## src/rtl/bp_network_pkg.sv

```systemverilog
// bp_network_pkg: shared header layout, FSM state encoding and width helpers for the memory-end network
package bp_network_pkg;
  typedef enum logic [1:0] {
    S_IDLE   = 2'd0,
    S_HEADER = 2'd1,
    S_DATA   = 2'd2
  } state_e;
  localparam int hdr_dest_w = 4;
  localparam int hdr_src_w  = 1;
  localparam int hdr_len_w  = 2;
  localparam int hdr_pad_w  = 9;
  typedef struct packed {
    logic [hdr_dest_w-1:0] dest;
    logic [hdr_src_w-1:0]  src;
    logic [hdr_len_w-1:0]  len;
    logic [hdr_pad_w-1:0]  pad;
  } hdr_s;
  function automatic int max_flits(input int msg_w, input int flit_w);
    return (msg_w + flit_w - 1) / flit_w;
  endfunction
  function automatic int len_width(input int n);
    return (n > 1) ? $clog2(n) : 1;
  endfunction
endpackage

```

## src/rtl/bp_network_rr_arbiter.sv

```systemverilog
// bp_network_rr_arbiter: round-robin arbiter, one-hot grant; priority moves past the winner on accept
module bp_network_rr_arbiter
  import bp_network_pkg::*;
#(
  parameter int num_req_p = 2,
  localparam int id_width_lp = len_width(num_req_p)
) (
  input  logic                   clk_i,
  input  logic                   reset_n_i,
  input  logic [num_req_p-1:0]   req_i,
  input  logic                   accept_i,
  output logic [num_req_p-1:0]   grant_o,
  output logic [id_width_lp-1:0] grant_id_o
);
  logic [id_width_lp-1:0] ptr_q, ptr_d, cand;
  logic found;
  always_comb begin
    grant_o    = '0;
    grant_id_o = '0;
    found      = 1'b0;
    cand       = ptr_q;
    for (int k = 0; k < num_req_p; k++) begin
      if (!found && req_i[cand]) begin
        found         = 1'b1;
        grant_o[cand] = 1'b1;
        grant_id_o    = cand;
      end
      cand = (cand == id_width_lp'(num_req_p - 1)) ? '0 : cand + id_width_lp'(1);
    end
    ptr_d = !accept_i ? ptr_q
          : (grant_id_o == id_width_lp'(num_req_p - 1)) ? '0
          : grant_id_o + id_width_lp'(1);
  end
  always_ff @(posedge clk_i or negedge reset_n_i)
    if (!reset_n_i) ptr_q <= '0;
    else            ptr_q <= ptr_d;
endmodule

```

## src/rtl/bp_network_packetizer.sv

```systemverilog
// bp_network_packetizer: round-robin multi-channel packetizer emitting header + LSB-first payload flits
// Optional even-parity output parity_o is built when BP_NETWORK_PACKETIZER_PARITY_EN is defined.
module bp_network_packetizer
  import bp_network_pkg::*;
#(
  parameter int num_ch_p        = 2,
  parameter int dest_id_width_p = 4,
  parameter int msg_width_p     = 64,
  parameter int flit_width_p    = 16,
  localparam int max_flits_lp   = max_flits(msg_width_p, flit_width_p),
  localparam int len_width_lp   = len_width(max_flits_lp),
  localparam int src_width_lp   = len_width(num_ch_p)
) (
  input  logic                                clk_i,
  input  logic                                reset_n_i,
  input  logic [num_ch_p-1:0]                 v_i,
  input  logic [num_ch_p*msg_width_p-1:0]     data_i,
  input  logic [num_ch_p*dest_id_width_p-1:0] dest_i,
  input  logic [num_ch_p*len_width_lp-1:0]    len_i,
  output logic [num_ch_p-1:0]                 ready_o,
  output logic                                v_o,
  output logic [flit_width_p-1:0]             data_o,
  output logic                                last_o,
  input  logic                                yumi_i
`ifdef BP_NETWORK_PACKETIZER_PARITY_EN
  , output logic                              parity_o
`endif
);
  localparam int pad_lp = flit_width_p - dest_id_width_p - src_width_lp - len_width_lp;
  localparam int buf_width_lp = max_flits_lp * flit_width_p;
  localparam logic [1:0] st_idle   = S_IDLE;
  localparam logic [1:0] st_header = S_HEADER;
  localparam logic [1:0] st_data   = S_DATA;

  if (pad_lp < 0) begin : g_width_check
    $error("flit_width_p too narrow for dest/src/len header fields");
  end

  logic [1:0]                 state_q, state_d;
  logic [len_width_lp-1:0]    cnt_q, cnt_d, len_q, len_d, len_sel;
  logic [buf_width_lp-1:0]    msg_q, msg_d;
  logic [dest_id_width_p-1:0] dest_q, dest_d;
  logic [src_width_lp-1:0]    src_q, src_d, grant_id;
  logic [num_ch_p-1:0]        grant;
  logic [flit_width_p-1:0]    hdr, flit;
  logic                       accept;

  bp_network_rr_arbiter #(.num_req_p(num_ch_p)) arb (
    .clk_i      (clk_i),
    .reset_n_i  (reset_n_i),
    .req_i      (v_i),
    .accept_i   (accept),
    .grant_o    (grant),
    .grant_id_o (grant_id)
  );

  assign ready_o = (state_q == st_idle && reset_n_i) ? grant : '0;
  assign accept  = |ready_o;
  assign len_sel = len_width_lp'(len_i >> (len_width_lp * grant_id));

  always_comb begin
    msg_d   = accept ? buf_width_lp'(msg_width_p'(data_i >> (msg_width_p * grant_id))) : msg_q;
    dest_d  = accept ? dest_id_width_p'(dest_i >> (dest_id_width_p * grant_id)) : dest_q;
    src_d   = accept ? grant_id : src_q;
    len_d   = !accept ? len_q
            : (len_sel > len_width_lp'(max_flits_lp - 1)) ? len_width_lp'(max_flits_lp - 1)
            : len_sel;
    state_d = (state_q == st_idle) ? (accept ? st_header : st_idle)
            : !yumi_i ? state_q
            : (state_q == st_header) ? st_data
            : last_o ? st_idle : st_data;
    cnt_d   = (state_q == st_header) ? '0
            : (state_q == st_data && yumi_i && !last_o) ? cnt_q + len_width_lp'(1)
            : cnt_q;
  end

  always_ff @(posedge clk_i or negedge reset_n_i)
    if (!reset_n_i) begin
      state_q <= st_idle;
      cnt_q   <= '0;
      len_q   <= '0;
      msg_q   <= '0;
      dest_q  <= '0;
      src_q   <= '0;
    end else begin
      state_q <= state_d;
      cnt_q   <= cnt_d;
      len_q   <= len_d;
      msg_q   <= msg_d;
      dest_q  <= dest_d;
      src_q   <= src_d;
    end

  // Outputs derive only from registered state; buffer is zero-padded past msg_width_p
  assign hdr    = flit_width_p'({dest_q, src_q, len_q}) << pad_lp;
  assign flit   = flit_width_p'(msg_q >> (flit_width_p * cnt_q));
  assign v_o    = state_q != st_idle;
  assign last_o = state_q == st_data && cnt_q == len_q;
  assign data_o = (state_q == st_header) ? hdr : v_o ? flit : '0;

`ifdef BP_NETWORK_PACKETIZER_PARITY_EN
  assign parity_o = v_o & ^{data_o, last_o};
`endif

  a_yumi_needs_valid: assert property (@(posedge clk_i) disable iff (!reset_n_i) yumi_i |-> v_o);
endmodule

```

## config.mk

```make
export PLATFORM = sky130hd
export DESIGN_NAME = bp_network_packetizer
export DESIGN_NICKNAME = d
export VERILOG_FILES = /design/src/rtl/bp_network_pkg.sv /design/src/rtl/bp_network_rr_arbiter.sv /design/src/rtl/bp_network_packetizer.sv
export SDC_FILE = /design/constraint.sdc
export NUM_CORES = 1
export LEC_CHECK = 0
export CORE_ASPECT_RATIO = 0.75
export CORE_UTILIZATION = 44
export DETAILED_ROUTE_END_ITERATION = 6
export HOLD_SLACK_MARGIN = 0.1
export MAX_ROUTING_LAYER = met4
export PLACE_DENSITY = 0.84
export SLEW_MARGIN = 25
export SYNTH_ARGS = -nofsm -noshare
export SYNTH_HDL_FRONTEND = slang
export SYNTH_SLANG_ARGS = --single-unit
```

## constraint.sdc

```tcl
create_clock -name clk_i -period 2.17 [get_ports clk_i]
set_input_delay 0.434 -clock clk_i [delete_from_list [all_inputs] [get_ports clk_i]]
set_output_delay 0.434 -clock clk_i [all_outputs]
set_load 0.02 [all_outputs]
```

**After elaboration in Yosys (flattened, before gate mapping)**

Cells that the tools add are included.
W data, S select, Z words.

- Bitwise logic cells: 1
- Muxes and demuxes: 26
- Reduce and logical (&&, ||, !) cells: 14
- Eq/ne operators: 3
- Add/sub/neg operators: 3
- Shift operators: 4
- Multiply operators: 0
- Divide/modulo/power cells: 0
- Order comparisons: 5

Operator list:

| cell | number |
|---|---|
| $shr A128 B7 Y64 | 1 |
| $shr A64 B6 Y16 | 1 |
| $mux W16 | 2 |
| $mux W2 | 10 |
| $mux W1 | 12 |
| $shr A8 B3 Y4 | 1 |
| $logic_and A1 B1 Y1 | 7 |
| $reduce_bool A2 Y1 | 3 |
| $lt A1 B2 Y1 const B | 2 |
| $shr A4 B2 Y2 | 1 |
| $add A1 B1 Y1 const B | 2 |
| $add A2 B1 Y2 const B | 1 |
| $demux W1 S1 | 2 |
| $eq A2 B1 Y1 const B | 1 |
| $eq A2 B2 Y1 | 1 |
| $eq A2 B2 Y1 const B | 1 |
| $ge A1 B1 Y1 const B | 2 |
| $gt A2 B2 Y1 const B | 1 |
| $logic_not A1 Y1 | 2 |
| $logic_not A2 Y1 | 1 |
| $or A2 B2 Y2 | 1 |
| $reduce_or A2 Y1 | 1 |

- Flip-flop bits (word level): 76
- Logic and storage cells: 63
- Memory bits (read-only): 0
- Bits in writable memories: 0
- Bits in latches: 0
- Output and inout port bits: 20
- Memories kept: 0
- Input port bits: 145

**Logic depth before layout (Yosys ltp)**

Gate-level depths: netlist (run 1).

- Depth in word-level cells: 12
- Mapped depth: 6
- Mapped depth without buffers: 3

**Modules after synthesis**

Synthesis (run 1) repeated with hierarchy kept, for this count alone.

- Cells, all modules: 305
- Area, all modules: 4732.0 um^2

By module, submodules not included:

| module | instances | sequential area each (um^2) | cells an instance | area an instance (um^2) |
|---|---|---|---|---|
| bp_network_packetizer | 1 | 1876.8 | 298 | 4648.2 |
| bp_network_rr_arbiter | 1 | 25.0 | 7 | 83.8 |

**Worst setup path after synthesis (run 1)**

OpenSTA, ideal clock, no wires.

- Kind: register to output
- From: register cnt_q[1]
- To: output data_o[1]
- Path buffers: 2
- Data required time: 1.736 ns
- Stages on the path, launching flop included: 5
- Arrival time: 1.427 ns
- Setup slack: 0.309 ns
- Cells stage by stage: dfrtp_1 -> buf_2 -> buf_1 -> mux4_2 -> and2_1

- Cells in the longest elaborated chain, start to end: 3

RTL lines:

| element | RTL line | RTL |
|---|---|---|
| start, declared | bp_network_packetizer.sv:40 | `logic [len_width_lp-1:0] cnt_q, cnt_d, len_q, len_d, len_sel;` |
| start signal, assigned | bp_network_packetizer.sv:87 | `cnt_q <= cnt_d;` |
| $shr A64 B6 Y16 | bp_network_packetizer.sv:96 | `assign flit = flit_width_p'(msg_q >> (flit_width_p * cnt_q));` |
| $mux W16 (2 in a row) | bp_network_packetizer.sv:99 | `assign data_o = (state_q == st_header) ? hdr : v_o ? flit : '0;` |
| end, declared | bp_network_packetizer.sv:22 | `output logic [flit_width_p-1:0] data_o,` |

No other way between the ends.

**Final worst setup path (run 1)**

- From: register cnt_q[0]
- To: output data_o[3]

Same word-level chain as after synthesis.

==> results of run 1 <==
-- layout by cell type (no fill, tap or decap), types with 8 or more instances in the layout --
master	n
buf_6	15
nand3b_1	21
a22o_1	8
buf_4	29
dfrtp_1	75
a31oi_1	21
and2_4	9
clkbuf_16	9
mux4_2	16
a221o_1	49
a21oi_1	22
clkdlybuf4s50_1	143
a21boi_0	49
o21ai_0	21
-- per-layer routing --
| layer | global-route usage (%) | vias up |
|---|---|---|
| li1 | - | 1800 |
| met1 | 41.0 | 1965 |
| met2 | 45.9 | 276 |
| met3 | 7.97 | 26 |
| met4 | 8.74 | 0 |
| met5 | - | - |
-- layout make-up --
class	instances	area, sq um	share of cell area [%]
multi-input combinational	243	2080	32.3
tap	128	160	2.48
inverter	6	22.5	0.349
sequential	76	1900	29.5
timing repair buffer	202	1990	30.8
clock inverter	5	61.3	0.951
clock buffer	11	233	3.61
-- repair_timing --
action,4_1_cts,5_1_grt
cloned,1,0
endpoints found under the setup margin,20,19
pin swaps,1,3
resized for setup,81,31
buffers inserted,7,2
endpoints found under the hold margin,0,0
-- flip-flops by register name (all words and copies together), names as in the netlist --
name       flops
len_q          2
src_q          1
msg_q         64
cnt_q          2
dest_q         4
state_q        2
arb.ptr_q      1
-- logic make-up (layout without fill, tap and decap cells) --
logic type | after synthesis | count (layout) | share of synthesized area, %
AND/OR/NAND/NOR | 47 | 47 | 7.90
AO/OA/AOI/OAI | 178 | 178 | 32.0
multiplexers | 16 | 16 | 8.58
buffers and inverters | 50 | 224 | 5.78
flip-flops | 76 | 76 | 45.3
XOR/XNOR | 2 | 2 | 0.417
-- power groups by stage --
stage / clock (mW) / sequential, mW / combinational, mW
after floorplan: 0 / 2.34 / 2.48
after global placement: 0 / 2.56 / 3.80
after detailed placement: 0 / 2.58 / 3.92
after CTS: 1.48 / 2.58 / 3.99
after global routing: 1.54 / 2.65 / 4.46
final: 1.46 / 2.60 / 4.16
-- metrics by stage --
step	setup TNS [ns]	utilization (%)	hold slack, ns
6_report	-0.663	70.4	0.229
3_3_place_gp	-10.88	66.5	0.518
2_1_floorplan	0	-	0.138
4_1_cts	-1.78	70.2	0.377
3_5_place_dp	-13.54	66.5	0.539
5_1_grt	-1.55	70.4	0.294
-- worst paths after layout --
path,from,endpoint,slack (ns),cells after the start
hold reg to reg,src_q,src_q,0.55,2
setup reg to reg,state_q[0],msg_q[44],0.33,4
setup / recovery,cnt_q[0],data_o[3],-0.1,5
hold / removal,reset_n_i,state_q[0],0.23,2
min in group clk_i,src_q,src_q,0.55,2
max in group asynchronous,reset_n_i,cnt_q[0],1.45,2
==> metrics.yaml, run 1 <==
status: "finished with violations"
violations: "negative setup slack"
nFillCells: 672
synth_area_sq_um: 4200
yosysMostFrequentCell: "dfrtp_1"
cellPowerDensity_nw_per_um2: 1280
cpMostUsedCell: "buf_6"
grt_overflow_total: 0
firstDrtPassIters: 5
slowest_stage: "mux4_2"
ys_top_cells_by_count: "dfrtp_1, a21boi_0, a221o_1"
fin_ws_ns: -0.0953
postSynthCellCount: 369
max_freq_ghz: 0.441
worst_pin_slew_ns: 0.674
drive_gt1_share_pct: 19.2
synth_cell_types: 32
grtUsageTotal_pct: 30.5
antenna_found_initial: 0
start_kind: "flip-flop"
rows: 30
yosys_warnings: 0
pre_cts_ws_ns: -0.229
nets: 683
seqPwrFrac_pct: 31.6
critical_path_peak_fanout: 7
switching_share_pct: 35.9
fp.dieW_um: 115
p_leak_nw: 2.61
cp.arrival_ns: 1.83
async_flop_share_pct: 100
yosys.area.top_type: "dfrtp_1"
post_dp_cell_area_sq_um: 6090
p_sw_mw: 2.96
routed-wl-met3_um: 1460
cts_made_buffers: 9
n_antenna_cell: 0
top_level_ports: 165
wl_per_cell_um: 21.1
crit_path_end_kind: "primary output"
drt-met1-wl_um: 5990
crit_chain: "buf_6, buf_6, mux4_2, and2_4, buf_6"
dr_wl_met2_um: 6440
fin_cells: 671
intPower_mw: 5.27
path_buf_inv: 3
ctsLongestPathBuffers: 2
ant_nets: 0
yosys-top-cells-area: "dfrtp_1, a221o_1, a21boi_0, mux4_2, nand3b_1"
route.vias.total: 4067
fin_area_sq_um: 6450
area_delta_synth_final_pct: 53.5
crit_family: "multiplexers"
drt_iter0_drc: 429
cts_sinks: 76
globalplace.congestion: 0.862
grt_pass1_wl_um: 21700
clkPwrFrac_pct: 17.8
hold_violations: 0
start_util_pct: 45.8
routed.top_layer: "met4"
final-setup-viol-count: 12
critPathMaxStageDelay_ns: 0.50
required_ns: 1.74
fin_crit_sh_pct: 104
max_slew_margin_pct: 55.1
routed_wl_um: 14100
fin_total_pwr_mw: 8.23
die_y_um: 86.6
synth_flop_cell: "dfrtp_1"
syn-num-nets: 514
comb_power_share_pct: 50.6
yosysTopAreaCellShare_pct: 45.3
clkLatencyLatePin_ns: 0.33
path_class: "flip-flop to primary output"
via_per_inst: 6.06
die_area_sq_um: 9940
post-dp-hpwl_um: 10000
root_buffer: "clkbuf_16"
synth_edf_count: 0
peakVddDrop_uv: 511
coreArea_sq_um: 9160
first_global_vias: 4043
drc: 0
min_path_type: "primary input to asynchronous set/reset pin"
ys_seq_area_share_pct: 45.3
rsz0062_at_grt: "yes"
clock_skew_ns: 0.00464
min_period_ns: 2.27
tritoncts: "yes"
syn_area_per_cell_sq_um: 11.4
path_clk_slew_ns: 0.06
synth.ff_latch_count: 76
grt_max_degree: 77
cap_violations: 0
finalMaxSlewViolations: 0
htree_levels: 3
place_inst: 648
ctsHoldBuffers: 0
port_buffers: 164
Note: power is estimated with default switching activity, not from simulation.
==> inputs of run 2 (changes only) <==
Settings changed: CAP_MARGIN set to 25, CORE_MARGIN set to 3.
==> run 2 against run 1 <==
Effect of this change: the run still ends with negative setup slack left; clock power up 26%; setup slack better by 0.025 ns; final cell count down 0.30%; design area up 1.5%; critical path type unchanged; largest power group unchanged.
==> metrics.yaml, run 2 (synthesis gave the netlist of run 1 again) <==
drive_gt1_share_pct: 18.7
ant_nets: 0
antenna_found_initial: 1
grt_max_degree: 77
ctsHoldBuffers: 0
routed_wl_um: 14500
fin_total_pwr_mw: 8.64
worst_pin_slew_ns: 0.689
violations: "negative setup slack"
fin_area_sq_um: 6540
r2r_cells: 5
place_inst: 645
clkLatencyLatePin_ns: 0.33
cap_violations: 0
nFillCells: 668
top_regs: "msg_q: 64 flops, dest_q: 4 flops"
finalMaxSlewViolations: 0
crit_chain: "buf_6, buf_6, mux4_2, and2_4, buf_6"
tritoncts: "yes"
cp.arrival_ns: 1.81
rows: 30
cp-startpoint: "cnt_q[0]"
slowest_stage: "mux4_2"
cpMostUsedCell: "buf_6"
grt_overflow_total: 0
area_delta_synth_final_pct: 55.8
ctsLongestPathBuffers: 2
top_level_ports: 165
status: "finished with violations"
peakVddDrop_uv: 521
start_util_pct: 45.8
globalplace.congestion: 0.874
pre_cts_ws_ns: -0.235
port_buffers: 164
drt_iter0_drc: 340
grtUsageTotal_pct: 28.4
post_dp_cell_area_sq_um: 6070
coreArea_sq_um: 9160
critical_path_peak_fanout: 6
max_freq_ghz: 0.446
required_ns: 1.74
critPathMaxStageDelay_ns: 0.49
drc: 0
r2r_slack_ns: 0.14
cellPowerDensity_nw_per_um2: 1320
clock_skew_ns: 0.00393
route.vias.total: 4097
firstDrtPassIters: 4
start_kind: "flip-flop"
cts_made_buffers: 9
post-dp-hpwl_um: 10200
min_path_type: "primary input to asynchronous set/reset pin"
final_common_cell: "clkdlybuf4s50_1"
via_per_inst: 6.12
endpoint: "data_o[5]"
worstReg2RegEnd: "msg_q[16]"
min_period_ns: 2.24
p_leak_nw: 2.67
final-setup-viol-count: 11
htree_levels: 3
die_area_sq_um: 10800
wl_per_cell_um: 21.7
die_y_um: 90.6
final_cell_mix: "clkdlybuf4s50_1, dfrtp_1, a21boi_0, a221o_1, buf_4"
largest_register: "msg_q"
first_global_vias: 4179
fin_crit_sh_pct: 103
r2r-start: "state_q[1]"
nets: 680
fin_ws_ns: -0.0699
fp.dieW_um: 119
grt_pass1_wl_um: 23200
cts_sinks: 76
fin_cells: 669
fin_setup_tns_ns: -0.391
crit_path_end_kind: "primary output"
path_clk_slew_ns: 0.06
rsz0062_at_grt: "yes"
largest_reg_flops: 64
max_slew_margin_pct: 54.1
hold_violations: 0
path_class: "flip-flop to primary output"
root_buffer: "clkbuf_16"
## run 2: cell count changes in the layout (fill, tap and decap cells not counted), sizes merged
cell,before,now
clkbuf,13,12
clkinvlp,3,0
bufinv,1,4
inv,7,6
diode,0,1
dlymetal6s2s,0,1
dlygate4sd2,1,2
clkdlybuf4s50,143,142
buf,56,54
## run 2: worst min-delay path by stage
stage                      end  slack (ns)  depth (start not counted)
floorplan            arb.ptr_q        0.14                          0
global placement         src_q        0.52                          2
detailed placement       src_q        0.54                          2
CTS                   len_q[0]        0.38                          2
global route        state_q[1]        0.28                          2
finish              state_q[1]        0.22                          2
## run 2: metal layers
| metal | global-route usage [%] | wire (um) |
|---|---|---|
| met1 | 38.2 | 6180 |
| met2 | 42.5 | 6780 |
| met3 | 7.95 | 1270 |
| met4 | 7.62 | 263 |
| met5 | - | 0 |
## run 2: cell type report
cell class / instances / area, sq um / area share, %
antenna: 1 / 2.50 / 0.0382
clock buffer: 12 / 246 / 3.77
clock inverter: 4 / 120 / 1.84
inverter: 6 / 22.5 / 0.344
multi-input combinational: 243 / 2090 / 31.9
sequential: 76 / 1900 / 29.1
tap: 128 / 160 / 2.45
timing repair buffer: 199 / 2000 / 30.6
## run 2: where the power goes
group / leakage, nW / internal (mW) / total [mW] / switching, mW
clock: 0.177 / 1.27 / 1.84 / 0.564
combinational: 1.57 / 2.32 / 4.21 / 1.89
sequential: 0.918 / 2.09 / 2.60 / 0.503
## run 2: what timing repair did
item                       in CTS  in global routing
gates cloned                    1                  0
resized for setup              88                 29
pin swaps                       2                  2
buffers inserted                5                  2
setup endpoints to repair      20                 19
## run 2: stage by stage
step	util (%)	hold slack (ns)
2_1_floorplan	-	0.138
3_3_place_gp	66.2	0.518
3_5_place_dp	66.2	0.537
4_1_cts	70.6	0.384
5_1_grt	71.4	0.279
6_report	71.4	0.222
## run 2: critical path: cells and delay by family (launching register included)
| kind | cells | cell delay, ns |
|---|---|---|
| muxes | 1 | 0.49 |
| buffers and inverters | 3 | 0.39 |
| DFF | 1 | 0.42 |
| and+or+nand+nor | 1 | 0.17 |
